**src/rtl/csi2_mux_sched_if.sv**
```systemverilog
// Signal bundle between the sensor control logic and the CSI-2 lane-mux scheduler.
// Latency: none, wires only.
// Backpressure: none, all signals are level or single-cycle pulses; force_* exist only with CSI2_MUX_SCHED_FORCE_EN.
interface csi2_mux_sched_if;
    logic [3:0] ch_en_i;
    logic       frame_end_i;
    logic       lp_idle_i;
`ifdef CSI2_MUX_SCHED_FORCE_EN
    logic       force_en_i;
    logic [1:0] force_sel_i;
`endif
    logic [1:0] mux_sel_o;
    logic       mux_rst_n_o;
    logic [3:0] ch_active_o;
    logic       switch_o;
    logic       busy_o;

`ifdef CSI2_MUX_SCHED_FORCE_EN
    modport master (
        output ch_en_i, frame_end_i, lp_idle_i, force_en_i, force_sel_i,
        input  mux_sel_o, mux_rst_n_o, ch_active_o, switch_o, busy_o
    );
    modport slave (
        input  ch_en_i, frame_end_i, lp_idle_i, force_en_i, force_sel_i,
        output mux_sel_o, mux_rst_n_o, ch_active_o, switch_o, busy_o
    );
`else
    modport master (
        output ch_en_i, frame_end_i, lp_idle_i,
        input  mux_sel_o, mux_rst_n_o, ch_active_o, switch_o, busy_o
    );
    modport slave (
        input  ch_en_i, frame_end_i, lp_idle_i,
        output mux_sel_o, mux_rst_n_o, ch_active_o, switch_o, busy_o
    );
`endif
endinterface

```
**src/rtl/csi2_mux_sched.sv**
```systemverilog
// Time-division scheduler driving select/reset of a 4:1 CSI-2 lane mux; switches only at frame ends after an LP-11 guard.
// Latency: all outputs registered; switch_o one cycle after the deciding input, mux_rst_n_o rises SETTLE_CYC+1 cycles after switch_o.
// Backpressure: none; optional CSI2_MUX_SCHED_FORCE_EN adds force_en_i/force_sel_i to pin the next channel.
module csi2_mux_sched #(
    parameter int unsigned FRAMES_PER_CH = 1,
    parameter int unsigned GUARD_CYC     = 16,
    parameter int unsigned SETTLE_CYC    = 32
) (
    input  logic            clk_i,
    input  logic            reset_n_i,
    csi2_mux_sched_if.slave bus
);

    typedef enum logic [1:0] {
        S_IDLE   = 2'd0,
        S_SETTLE = 2'd1,
        S_ACTIVE = 2'd2,
        S_DRAIN  = 2'd3
    } state_t;

    localparam logic [7:0] FRM_LIM    = 8'(FRAMES_PER_CH);
    localparam logic [7:0] GUARD_LAST = 8'(GUARD_CYC - 1);
    localparam logic [7:0] SETTLE_LIM = 8'(SETTLE_CYC);

    state_t     state_q, state_d;
    logic [1:0] sel_q, sel_d;
    logic [1:0] rr_q, rr_d;
    logic [7:0] frm_q, frm_d;
    logic [7:0] cyc_q, cyc_d;
    logic       rst_n_q, rst_n_d;
    logic [3:0] act_q, act_d;
    logic       sw_q, sw_d;
    logic       busy_q, busy_d;

    logic       force_en_w;
    logic [1:0] force_sel_w;
    logic [1:0] next_ch;
    logic       others_en;

`ifdef CSI2_MUX_SCHED_FORCE_EN
    assign force_en_w  = bus.force_en_i;
    assign force_sel_w = bus.force_sel_i;
`else
    assign force_en_w  = 1'b0;
    assign force_sel_w = 2'd0;
`endif

    // First enabled channel after ptr, wrapping round to ptr itself last.
    function automatic logic [1:0] rr_pick(input logic [3:0] en, input logic [1:0] ptr);
        logic [1:0] pick;
        logic [1:0] cand;
        logic       hit;
        pick = ptr;
        hit  = 1'b0;
        for (int k = 1; k <= 4; k++) begin
            cand = ptr + 2'(k);
            if (!hit && en[cand]) begin
                pick = cand;
                hit  = 1'b1;
            end
        end
        return pick;
    endfunction

    function automatic logic [7:0] sat_inc(input logic [7:0] v);
        return (v == 8'hFF) ? v : v + 8'd1;
    endfunction

    assign next_ch   = force_en_w ? force_sel_w : rr_pick(bus.ch_en_i, rr_q);
    assign others_en = |(bus.ch_en_i & ~(4'b0001 << sel_q));

    // Next-state logic: scheduling decisions plus registered-output images derived from the next state.
    always_comb begin
        state_d = state_q;
        sel_d   = sel_q;
        rr_d    = rr_q;
        frm_d   = frm_q;
        cyc_d   = cyc_q;
        sw_d    = 1'b0;

        case (state_q)
            S_IDLE: begin
                frm_d = 8'd0;
                cyc_d = 8'd0;
                if ((bus.ch_en_i != 4'd0) || force_en_w) begin
                    sel_d   = next_ch;
                    rr_d    = next_ch;
                    sw_d    = 1'b1;
                    state_d = S_SETTLE;
                end
            end

            // Runs to completion whatever ch_en_i does; cyc_q counts cycles since the select load.
            S_SETTLE: begin
                if (cyc_q >= SETTLE_LIM) begin
                    cyc_d   = 8'd0;
                    state_d = S_ACTIVE;
                end else begin
                    cyc_d = sat_inc(cyc_q);
                end
            end

            // Losing the enable (or a forced retarget) beats a same-cycle frame end.
            S_ACTIVE: begin
                if (!force_en_w && !bus.ch_en_i[sel_q]) begin
                    frm_d   = 8'd0;
                    cyc_d   = 8'd0;
                    state_d = S_DRAIN;
                end else if (force_en_w && (force_sel_w != sel_q)) begin
                    frm_d   = 8'd0;
                    cyc_d   = 8'd0;
                    state_d = S_DRAIN;
                end else if (bus.frame_end_i) begin
                    if (sat_inc(frm_q) >= FRM_LIM) begin
                        frm_d = 8'd0;
                        if (!force_en_w && others_en) begin
                            cyc_d   = 8'd0;
                            state_d = S_DRAIN;
                        end
                    end else begin
                        frm_d = sat_inc(frm_q);
                    end
                end
            end

            // cyc_q counts consecutive LP-11 cycles; any non-idle cycle restarts the guard.
            S_DRAIN: begin
                if (!bus.lp_idle_i) begin
                    cyc_d = 8'd0;
                end else if (cyc_q >= GUARD_LAST) begin
                    cyc_d = 8'd0;
                    if (!force_en_w && (bus.ch_en_i == 4'd0)) begin
                        state_d = S_IDLE;
                    end else if (next_ch == sel_q) begin
                        state_d = S_ACTIVE;
                    end else begin
                        sel_d   = next_ch;
                        rr_d    = next_ch;
                        sw_d    = 1'b1;
                        state_d = S_SETTLE;
                    end
                end else begin
                    cyc_d = sat_inc(cyc_q);
                end
            end

            default: state_d = S_IDLE;
        endcase

        rst_n_d = (state_d == S_ACTIVE) || (state_d == S_DRAIN);
        act_d   = rst_n_d ? (4'b0001 << sel_d) : 4'b0000;
        busy_d  = (state_d == S_SETTLE) || (state_d == S_DRAIN);
    end

    // State and output registers; reset forces the parked, mux-in-reset condition immediately.
    always_ff @(posedge clk_i or negedge reset_n_i) begin
        if (!reset_n_i) begin
            state_q <= S_IDLE;
            sel_q   <= 2'd0;
            rr_q    <= 2'd3;
            frm_q   <= 8'd0;
            cyc_q   <= 8'd0;
            rst_n_q <= 1'b0;
            act_q   <= 4'd0;
            sw_q    <= 1'b0;
            busy_q  <= 1'b0;
        end else begin
            state_q <= state_d;
            sel_q   <= sel_d;
            rr_q    <= rr_d;
            frm_q   <= frm_d;
            cyc_q   <= cyc_d;
            rst_n_q <= rst_n_d;
            act_q   <= act_d;
            sw_q    <= sw_d;
            busy_q  <= busy_d;
        end
    end

    assign bus.mux_sel_o   = sel_q;
    assign bus.mux_rst_n_o = rst_n_q;
    assign bus.ch_active_o = act_q;
    assign bus.switch_o    = sw_q;
    assign bus.busy_o      = busy_q;

endmodule
```
**src/flat_wrapper.sv**
```systemverilog
// flat-port wrapper written by rule: the top's interface ports become plain ports
module csi2_mux_sched_flat 
#(
    parameter int unsigned FRAMES_PER_CH = 1,
    parameter int unsigned GUARD_CYC     = 16,
    parameter int unsigned SETTLE_CYC    = 32
)
  (clk_i, reset_n_i, bus_ch_en_i, bus_frame_end_i, bus_lp_idle_i, bus_mux_sel_o, bus_mux_rst_n_o, bus_ch_active_o, bus_switch_o, bus_busy_o);
  csi2_mux_sched_if bus_i ();
  input  logic clk_i;
  input  logic reset_n_i;
  input wire logic [$bits(bus_i.ch_en_i)-1:0] bus_ch_en_i;
  input wire logic [$bits(bus_i.frame_end_i)-1:0] bus_frame_end_i;
  input wire logic [$bits(bus_i.lp_idle_i)-1:0] bus_lp_idle_i;
  output wire logic [$bits(bus_i.mux_sel_o)-1:0] bus_mux_sel_o;
  output wire logic [$bits(bus_i.mux_rst_n_o)-1:0] bus_mux_rst_n_o;
  output wire logic [$bits(bus_i.ch_active_o)-1:0] bus_ch_active_o;
  output wire logic [$bits(bus_i.switch_o)-1:0] bus_switch_o;
  output wire logic [$bits(bus_i.busy_o)-1:0] bus_busy_o;
  assign bus_i.ch_en_i = bus_ch_en_i;
  assign bus_i.frame_end_i = bus_frame_end_i;
  assign bus_i.lp_idle_i = bus_lp_idle_i;
  assign bus_mux_sel_o = bus_i.mux_sel_o;
  assign bus_mux_rst_n_o = bus_i.mux_rst_n_o;
  assign bus_ch_active_o = bus_i.ch_active_o;
  assign bus_switch_o = bus_i.switch_o;
  assign bus_busy_o = bus_i.busy_o;
  csi2_mux_sched #(.FRAMES_PER_CH(FRAMES_PER_CH), .GUARD_CYC(GUARD_CYC), .SETTLE_CYC(SETTLE_CYC)) u_core (.clk_i(clk_i), .reset_n_i(reset_n_i), .bus(bus_i));
endmodule
```
**config.mk**
```make
export PLATFORM = sky130hd
export DESIGN_NAME = csi2_mux_sched_flat
export DESIGN_NICKNAME = d
export VERILOG_FILES = /design/src/rtl/csi2_mux_sched_if.sv /design/src/rtl/csi2_mux_sched.sv /design/src/flat_wrapper.sv
export SDC_FILE = /design/constraint.sdc
export NUM_CORES = 1
export LEC_CHECK = 0
export BUFFER_PORTS_ARGS = -buffer_cell sky130_fd_sc_hd__buf_4
export CAP_MARGIN = 5
export CORE_MARGIN = 5
export CORE_UTILIZATION = 41
export DETAILED_ROUTE_END_ITERATION = 12
export SLEW_MARGIN = 20
export SYNTH_ARGS = -nofsm -noshare
export SYNTH_HDL_FRONTEND = slang
export SYNTH_SLANG_ARGS = --single-unit
```
**constraint.sdc**
```tcl
create_clock -name clk_i -period 2 [get_ports clk_i]
set_input_delay 0.5 -clock clk_i [delete_from_list [all_inputs] [get_ports clk_i]]
set_output_delay 0.5 -clock clk_i [all_outputs]
set_load 0.005 [all_outputs]
```
==> metrics.txt <==
status=complete, but fails checks; failing checks=negative setup slack; Post-Syn Area per Cell=~9.9 um^2; antenna cells=0; synthesized area=around 1600 um^2; FMAX=0.4821 GHz; pin count of the biggest net entering global routing=29; vias in the first global route=around 1500; arrival time worst endpoint=roughly 2.2 ns; sequential share of the synthesized area=between 40 and 50%; FILL cells=roughly 340; crit path launch=u_core.rr_q[1]; Clock Latency Late Sink=0.27 ns; Hold WS=0.1276 ns; fin crit period=a little over 2 ns; yosys warns=0; first-pass GRT wire length=6.734 mm; Worst-Margin Slew=0.5917 ns; ys async rst share=between 90% and 100%; final instance area=~2300 um^2; CORE AREA=between 3000 and 4000 um^2; Max Buffers Root-to-Sink=2; gr ovfl total=0; starting density of the core=around two fifths; final hold violations=0; max-cap viol count=0; via count=~1400; Remaining DRCs=0; Leak Pwr=0.001051 uW; crit share post-route=103.7%; drt initial violations=50; initial antenna violation count=0; total track usage=around 16%; # port buffers=16; count of cell types in the netlist=49; placed cells=264; layout cells sized above 1=41.10%; post-place instance area=a little over 2000 um^2; drt wl/cell=between 10 and 15 um; Vias/cell=around 5.3; router iterations before antenna repair=4; met2 Track Usage GR=roughly 28%; CTS Hold Bufs=0; ys flop type=dfrtp_1; post-layout util=slightly below 60%; total power=about 2200 uW; Worst Setup End Kind=register; FF-to-FF Start=u_core.rr_q[1]; DIE AREA=around 5300 um^2; die height=73.01 um; met1 GRT Util=between 20% and 30%; number of nets with antenna violations after routing=0; fin cells=269; Critical Path Start Type=register; synthesized netlist cell count=roughly 170; clock-pin slew on the worst setup and hold paths=approximately 0.1 ns; layout overhead on the synthesized area=38.97%; critical path class=register to register; Max FO, Critical Path=5; ranking of synthesized cells by area=dfrtp_1, ha_1, nor2b_1; cell accounting for the most synthesized area=dfrtp_1; IO Count=17; max_slew headroom=roughly 60%; Placement Rows=23; Die Wd=73.01 um; Yosys reg bits=28; RePlAce Congestion=0.8507; syn_nets=180; CTS tree=done; CTS Sinks=28; worst vdd ir=about 550 uV; pwr/cell area=about 990 nW/um^2; Final Skew=approximately 0.0033 ns; RSZ-0062 raised after global routing=true; number of CTS-inserted buffers=3; max-slew violation count=0; Yosys top cell area share=39.97%; M3 GR Usage=between 1.5 and 2%; root buf cell=clkbuf_8; final WL=~3.9 mm; final worst slack=-0.07427 ns; H-tree Lvls=1; CP required=approximately 2.2 ns; Post-synth EDFFs=0; Worst Hold Class=input port to asynchronous set/reset pin; final net count=between 200 and 250; Final Setup Violations=9; global route hottest layer=met2; final HPWL from detailed placement=2.982 mm
## where the power goes
group          internal (uW)  leakage (uW)  total, uW  switching [uW]
Sequential               668      0.000377        772             103
Combinational            577      0.000646       1110             536
Clock                    176     0.0000288        352             176
## placed cells by master (no fill, tap or decap), types with 2 or more instances in the layout
master / n
a21oi_1: 4
a21oi_2: 2
a21oi_4: 2
a41oi_2: 2
and3_1: 3
and3b_1: 2
buf_4: 52
clkbuf_8: 4
dfrtp_1: 26
dfstp_2: 2
ha_1: 7
inv_1: 8
mux2i_1: 3
nand2_1: 10
nand2b_1: 5
nand3_1: 2
nand3b_1: 2
nor2_1: 14
nor2b_1: 10
nor3_1: 6
nor3_2: 2
nor3b_1: 2
nor3b_2: 4
o21ai_0: 3
o21ai_1: 2
o221a_2: 2
or3_4: 2
xnor2_1: 4
## cells in the mapped netlist, drive strengths merged (4+ instances only)
cell and n:
o21ai 6, inv 9, xnor2 4, nand2b 5
nand2 10, nor3b 6, dfrtp 26, nor3 9
nor2 15, a21oi 8, ha 7, nor2b 10
## cell type report
type / instances / area, um^2 / share of cell area, %
tap: 50 / 62.56 / 2.765
clock buffer: 4 / 55.05 / 2.434
sequential: 28 / 703.2 / 31.08
timing repair buffer: 54 / 421.7 / 18.64
inverter: 9 / 33.78 / 1.493
multi-input combinational: 124 / 985.9 / 43.58
## layer usage
layer  vias to the layer above  part of all wire (%)
li1                        700                     -
met1                       709                    44
met2                        16                    52
met3                         5                   2.3
met4                         0                   1.3
met5                         -                     0
## state kept, by name (all words and copies together), names as in the netlist
register                flops
u_core.frm_q                8
u_core.state_q              1
u_core.bus.busy_o           1
u_core.cyc_q                8
u_core.bus.ch_active_o      4
u_core.bus.mux_sel_o        2
u_core.bus.switch_o         1
u_core.rr_q                 2
u_core.bus.mux_rst_n_o      1
## final timing paths
kind,end,slack (ns),depth (start not counted)
worst max-delay path,u_core.bus.ch_active_o[3],-0.07,7
worst min-delay path,u_core.frm_q[4],0.13,1
worst max register to register,u_core.bus.ch_active_o[3],-0.07,7
worst min register to register,u_core.frm_q[4],0.51,1
max in group asynchronous,u_core.rr_q[0],1.57,1
min in group clk_i,u_core.frm_q[4],0.51,1
## cell families (layout without fill, tap and decap cells)
logic type,Yosys count,in the layout,synth area share (%)
buf+inv,13,67,3.535
simple gates,73,73,25.13
mux,4,4,3.459
compound gates,35,35,16.60
xor+xnor,5,5,2.690
fa+ha+maj,7,7,5.380
flops,28,28,43.20
## stage by stage
stage	setup WS (ns)	setup TNS (ns)
floorplan	-0.2175	-0.7097
global placement	-0.2964	-3.419
detailed placement	-0.3559	-4.031
CTS	-0.1164	-0.6468
global route	-0.2099	-1.965
finish	-0.07427	-0.3610
## worst max-delay path, cell delays in order (launching register included)
cell and delay, ns:
dfstp_2 0.58, mux2i_1 0.19, nor2_1 0.07, buf_4 0.14, or3_4 0.38, a22oi_2 0.15
nand3b_1 0.22, and3b_1 0.24
## what timing repair did
| item | 4_1_cts | 5_1_grt |
|---|---|---|
| buffers inserted | 1 | 1 |
| pin swaps | 3 | 10 |
| resized for setup | 10 | 17 |
| cloned | 0 | 0 |
| endpoints found under the setup margin | 18 | 19 |
Power figures use the tool's default switching activity.
